**src/rtl/teclado_pkg.sv**
```systemverilog
// Shared types and constants for the 4x4 keypad scanner.
package teclado_pkg;

  typedef enum logic [1:0] {
    SCAN     = 2'd0,
    DEBOUNCE = 2'd1,
    PRESSED  = 2'd2,
    RELEASE  = 2'd3
  } estado_t;

  localparam int SCAN_CYCLES_DEF     = 1000;
  localparam int DEBOUNCE_CYCLES_DEF = 100000;

  // Indexed by {row, col}; row 0 / col 0 are the MSBs of filas / col.
  localparam logic [3:0] MAPA [16] = '{
    4'h1, 4'h2, 4'h3, 4'hA,
    4'h4, 4'h5, 4'h6, 4'hB,
    4'h7, 4'h8, 4'h9, 4'hC,
    4'hE, 4'h0, 4'hF, 4'hD
  };

  function automatic logic es_onehot(input logic [3:0] v);
    return (v != 4'd0) && ((v & (v - 4'd1)) == 4'd0);
  endfunction

  // Bit 3 maps to index 0, so the same decode serves rows and columns.
  function automatic logic [1:0] indice_onehot(input logic [3:0] v);
    logic [1:0] idx;
    idx = 2'd0;
    case (v)
      4'b1000: idx = 2'd0;
      4'b0100: idx = 2'd1;
      4'b0010: idx = 2'd2;
      4'b0001: idx = 2'd3;
      default: idx = 2'd0;
    endcase
    return idx;
  endfunction

endpackage

```
**src/rtl/sincronizador_2ff.sv**
```systemverilog
// Two-flop synchronizer for asynchronous level inputs.
module sincronizador_2ff #(
  parameter int WIDTH = 1
) (
  input  logic             clk,
  input  logic             rst,
  input  logic [WIDTH-1:0] d,
  output logic [WIDTH-1:0] q
);

  logic [WIDTH-1:0] meta;

  always_ff @(posedge clk or posedge rst) begin
    if (rst) begin
      meta <= '0;
      q    <= '0;
    end else begin
      meta <= d;
      q    <= meta;
    end
  end

endmodule

```
**src/rtl/escaner_teclado.sv**
```systemverilog
// 4x4 keypad scanner: row rotation, press/release debounce, one pulse per key.
module escaner_teclado
  import teclado_pkg::*;
#(
  parameter int SCAN_CYCLES     = SCAN_CYCLES_DEF,
  parameter int DEBOUNCE_CYCLES = DEBOUNCE_CYCLES_DEF
) (
  input  logic       clk,
  input  logic       rst,
  input  logic [3:0] col,
  output logic [3:0] filas,
  output logic [3:0] tecla,
  output logic       tecla_valida,
  output logic       tecla_presionada
);

  localparam int MAXC = (SCAN_CYCLES > DEBOUNCE_CYCLES) ? SCAN_CYCLES : DEBOUNCE_CYCLES;
  localparam int CW   = $clog2(MAXC + 1);
  localparam logic [CW-1:0] SC_LAST  = CW'(SCAN_CYCLES - 1);
  localparam logic [CW-1:0] DB_PRESS = CW'(DEBOUNCE_CYCLES);
  localparam logic [CW-1:0] DB_REL   = CW'(DEBOUNCE_CYCLES - 1);

  estado_t       state, state_n;
  logic [CW-1:0] cnt, cnt_n;
  logic [3:0]    col_s, col_q, col_q_n, filas_n, tecla_n, filas_rot;
  logic [1:0]    row_q, row_q_n;

  sincronizador_2ff #(.WIDTH(4)) u_sync (
    .clk (clk),
    .rst (rst),
    .d   (col),
    .q   (col_s)
  );

  assign filas_rot = {filas[0], filas[3:1]};

  always_ff @(posedge clk or posedge rst) begin
    if (rst) begin
      state <= SCAN;
      cnt   <= '0;
      filas <= 4'b1000;
      col_q <= 4'd0;
      row_q <= 2'd0;
      tecla <= 4'h0;
    end else begin
      state <= state_n;
      cnt   <= cnt_n;
      filas <= filas_n;
      col_q <= col_q_n;
      row_q <= row_q_n;
      tecla <= tecla_n;
    end
  end

  always_comb begin
    state_n = state;
    cnt_n   = cnt + CW'(1);
    filas_n = filas;
    col_q_n = col_q;
    row_q_n = row_q;
    tecla_n = tecla;
    case (state)
      SCAN: begin
        if (cnt == SC_LAST) begin
          cnt_n = '0;
          if (es_onehot(col_s)) begin
            col_q_n = col_s;
            row_q_n = indice_onehot(filas);
            state_n = DEBOUNCE;
          end else begin
            filas_n = filas_rot;
          end
        end
      end
      DEBOUNCE: begin
        if (col_s != col_q) begin
          state_n = SCAN;
          filas_n = filas_rot;
          cnt_n   = '0;
        end else if (cnt == DB_PRESS) begin
          state_n = PRESSED;
          cnt_n   = '0;
          tecla_n = MAPA[{row_q, indice_onehot(col_q)}];
        end
      end
      PRESSED, RELEASE: begin
        // Any activity on the columns, even another key, restarts the release count.
        state_n = RELEASE;
        if (col_s != 4'd0) begin
          cnt_n = '0;
        end else if (cnt == DB_REL) begin
          state_n = SCAN;
          filas_n = filas_rot;
          cnt_n   = '0;
        end
      end
      default: begin
        state_n = SCAN;
        cnt_n   = '0;
      end
    endcase
  end

  always_comb begin
    tecla_valida     = (state == PRESSED);
    tecla_presionada = (state == PRESSED) || (state == RELEASE);
  end

endmodule

```
**config.mk**
```make
export PLATFORM = sky130hd
export DESIGN_NAME = escaner_teclado
export DESIGN_NICKNAME = d
export VERILOG_FILES = /design/src/rtl/teclado_pkg.sv /design/src/rtl/sincronizador_2ff.sv /design/src/rtl/escaner_teclado.sv
export SDC_FILE = /design/constraint.sdc
export NUM_CORES = 1
export LEC_CHECK = 0
export CAP_MARGIN = 20
export CORE_UTILIZATION = 41
export CTS_CLUSTER_DIAMETER = 30
export DETAILED_ROUTE_END_ITERATION = 7
export GPL_TIMING_DRIVEN = 0
export PLACE_DENSITY = 0.6
export SLEW_MARGIN = 0
export SYNTH_ARGS = -nofsm -noshare
export SYNTH_HDL_FRONTEND = slang
export SYNTH_SLANG_ARGS = --single-unit
```
**constraint.sdc**
```tcl
create_clock -name clk -period 2.86 [get_ports clk]
set_clock_uncertainty 0.2 [all_clocks]
set_input_delay 0.429 -clock clk [delete_from_list [all_inputs] [get_ports clk]]
set_output_delay 0.429 -clock clk [all_outputs]
set_load 0.01 [all_outputs]
```
==> impl_metrics.csv <==
group,metric,value,unit
clocking,clock_sinks,41,
clocking,cts_made_buffers,5,
die,chipHeight,73.0,um
drt,drtAntennaViolNets,0,
logic_synthesis,synth-main-ff-cell,"dfrtp_1",
sta,tns,0,ns
setup_path,cp_cell_sequence,"or4_1 -> or4_4 -> nor4b_4 -> o211a_2 -> buf_4 -> nor2_1",
setup_path,critPathRequiredTime,2.84,ns
power,clockPowerShare,46.7,%
logic_synthesis,synth_cells,185,
global_route,grt_pass1_wl,6.42,mm
setup_path,start_kind,"register",
sta,min_period,2.71,ns
logic_synthesis,netlist_area,2060,um^2
clocking,cts_hold_buf,0,
layout,syn_to_final_growth,17.8,%
layout,finalCoreUtilization,50.8,%
logic_synthesis,avgSynthCellArea,11.2,um^2
setup_path,r2r_end,"cnt[13]$_DFF_PP0_",
setup_path,crit_buf_inv,1,
setup_path,cp_max_fo,10,
global_route,track_usage,15.7,%
clocking,cts_tree,"done",
drt,first_pass_iters,4,
logic_synthesis,post-synth-top-count-cell,"dfrtp_1",
power,pwr-share-seq,51.1,%
setup_path,slowest_delay,0.57,ns
setup_path,slowest_stage,"or4_1",
logic_synthesis,synth_top_area_share,48.5,%
power,power_frac_comb,2.1,%
drt,totalWireLength,3.57,mm
setup_path,arrival,2.68,ns
clocking,cts.reportedPaths.clkPinSlew,0.08,ns
logic_synthesis,synth_edf_count,0,
setup_path,r2r_slack,0.15,ns
clocking,ctsResizeCount,0,
die,rows,25,
layout,final_nets,220,
clocking,post_cts_buffers,0,
setup_path,critPathCaptureType,"register",
min_path,hp-class,"reg2reg",
min_path,hold_end,"u_sync.q[3]$_DFF_PP0_",
drt,vias_per_cell,5.12,
setup_path,rr_worst_depth,6,
logic_synthesis,ys_seq_area_share,49.8,%
min_path,hp-start,"u_sync.meta[3]$_DFF_PP0_",
sta,finalMaxSlewViolations,0,
drt,drtIter0Drc,88,
placed_design,gp_congestion,0.811,
layout,fillers,426,
run,drv_cap,0,
logic_synthesis,syn_nets,198,
status,status,"finished, final reports clean",
die,core,4790,um^2
sta,slew_headroom,43.9,%
drt,num_vias,1408,
clocking,cts_root_buf,"clkbuf_8",
setup_path,crit_cells,6,
global_route,grt_antenna_before_repair,0,
setup_path,critPathKind,"reg2reg",
placed_design,dp_hpwl,2.63,mm
die,die_x,73.0,um
power,switching_power,0.212,mW
drt,drc,0,
sta,worst_pin_slew,0.841,ns
power,power_density,474,nW/um^2
global_route,grt_pass1_vias,1373,
power,cellLeakagePower,1.11,nW
sta,fin_crit_sh,94.6,%
global_route,grt_max_degree,42,
sta,grt_setup_unrepaired,"false",
logic_synthesis,synthTopCellsByCount,"dfrtp_1, nor2_1, mux2_2, xor2_1, nand2_1",
logic_synthesis,yosys_warnings,0,
logic_synthesis,async_flop_share,100,%
setup_path,r2r_start,"cnt[11]$_DFF_PP0_",
die,die_area,5320,um^2
power,ir_drop,315,uV
clocking,htree_num_levels,2,
sta,timing.fmax,0.370,GHz
die,io_pins,16,
logic_synthesis,synth_area_leader_cell,"dfrtp_1",
layout,drive_gt1_share,15.4,%
setup_path,cpLargestDelayFamily,"simple AND/OR/NAND/NOR gates",
placed_design,io_buffers,15,
clocking,clk_latency,0.28,ns
clocking,cts_max_path_buffers,2,
power,p_int,0.941,mW
logic_synthesis,ys_ff_latch,41,
die,floorplan.initialDensity,43.1,%
layout,n_antenna_cell,0,
global_route,gr-total-overflow,0,
power,p_sw_share,18.4,%
min_path,hold_depth,0,
drt,wl_per_cell,13.0,um
sta,hold_viol_final,0,
logic_synthesis,synth.distinct_cells,37,
sta,setup_violations,0,
logic_synthesis,synthTopCellsByArea,"dfrtp_1, mux2_2, xor2_1",
## area by class of cell
class,count,area [um^2],area share [%]
plain buffers,5,22.5,0.926
clock buffers,5,68.8,2.83
clock inverters,3,65.1,2.67
inverters,8,30.0,1.23
multi-input cells,131,985,40.5
flip-flops and latches,41,1030,42.2
well taps,67,83.8,3.45
repair buffers,15,150,6.17
## cell usage in the layout, fill, tap and decap left out, types with 2 or more instances in the layout
| cell | netlist | final |
|---|---|---|
| bufinv_16 | 0 | 2 |
| o21ai_0 | 4 | 4 |
| xor2_1 | 15 | 15 |
| nor3_1 | 7 | 7 |
| nand2_1 | 11 | 11 |
| ha_1 | 7 | 7 |
| nand3_1 | 6 | 6 |
| inv_1 | 8 | 7 |
| and2_1 | 2 | 2 |
| mux2_2 | 15 | 15 |
| xnor2_1 | 9 | 9 |
| clkbuf_1 | 4 | 4 |
| or4_1 | 2 | 2 |
| nor2b_1 | 2 | 2 |
| nand4_1 | 5 | 5 |
| nor2_1 | 22 | 22 |
| clkbuf_8 | 0 | 5 |
| clkdlybuf4s50_1 | 0 | 15 |
| mux2i_1 | 3 | 3 |
| nand4b_1 | 2 | 2 |
| and3_1 | 3 | 3 |
| dfrtp_1 | 40 | 40 |
## how the worst max path moves through the flow
stage	end	from	slack, ns
after global routing	cnt[13]$_DFF_PP0_	cnt[11]$_DFF_PP0_	0.05
after detailed placement	cnt[13]$_DFF_PP0_	cnt[11]$_DFF_PP0_	0.15
after CTS	cnt[13]$_DFF_PP0_	cnt[11]$_DFF_PP0_	0.14
after floorplan	cnt[2]$_DFF_PP0_	cnt[11]$_DFF_PP0_	0.38
after global placement	cnt[13]$_DFF_PP0_	cnt[11]$_DFF_PP0_	0.17
final	cnt[13]$_DFF_PP0_	cnt[11]$_DFF_PP0_	0.15
## power by group through the flow
| stage | Clock, mW | Combinational (mW) | Sequential (mW) |
|---|---|---|---|
| global placement | 0 | 0.0248 | 0.601 |
| floorplan | 0 | 0.0146 | 0.600 |
| finish | 0.539 | 0.0246 | 0.590 |
| CTS | 0.554 | 0.0259 | 0.590 |
| detailed placement | 0 | 0.0258 | 0.601 |
| global route | 0.576 | 0.0293 | 0.591 |
## flip-flops by register name, summed over array words and instances (netlist names)
register	cells
col_q	4
filas	4
tecla	4
state	2
cnt	17
row_q	2
u_sync.q	4
u_sync.meta	4
## metal layers
metal / share of wire, % / global-route usage, % / vias up
met4: 0.67 / 5.88 / 0
met1: 47 / 20.6 / 706
met5: 0 / 0 / -
li1: - / - / 679
met3: 2.3 / 3.31 / 2
met2: 50 / 25.8 / 21
## cells by family after synthesis
kind of cell	synth area share, %
xor+xnor	10.2
buf+inv	2.55
flops	49.8
mux	10.7
compound gates	3.58
fa+ha+maj	4.24
simple gates	19.0
## metrics by stage
step                std cells  worst slack (ns)  hold WS, ns  power, mW  instance area, um^2
finish                    275             0.154        0.151       1.15                 2430
global route              275            0.0517        0.162       1.20                 2430
CTS                       275             0.142        0.153       1.17                 2430
detailed placement        267             0.154        0.135      0.627                 2300
global placement          267             0.172        0.134      0.626                 2300
floorplan                 185             0.385        0.131      0.615                 2060
(Power assumes the default switching activity.)
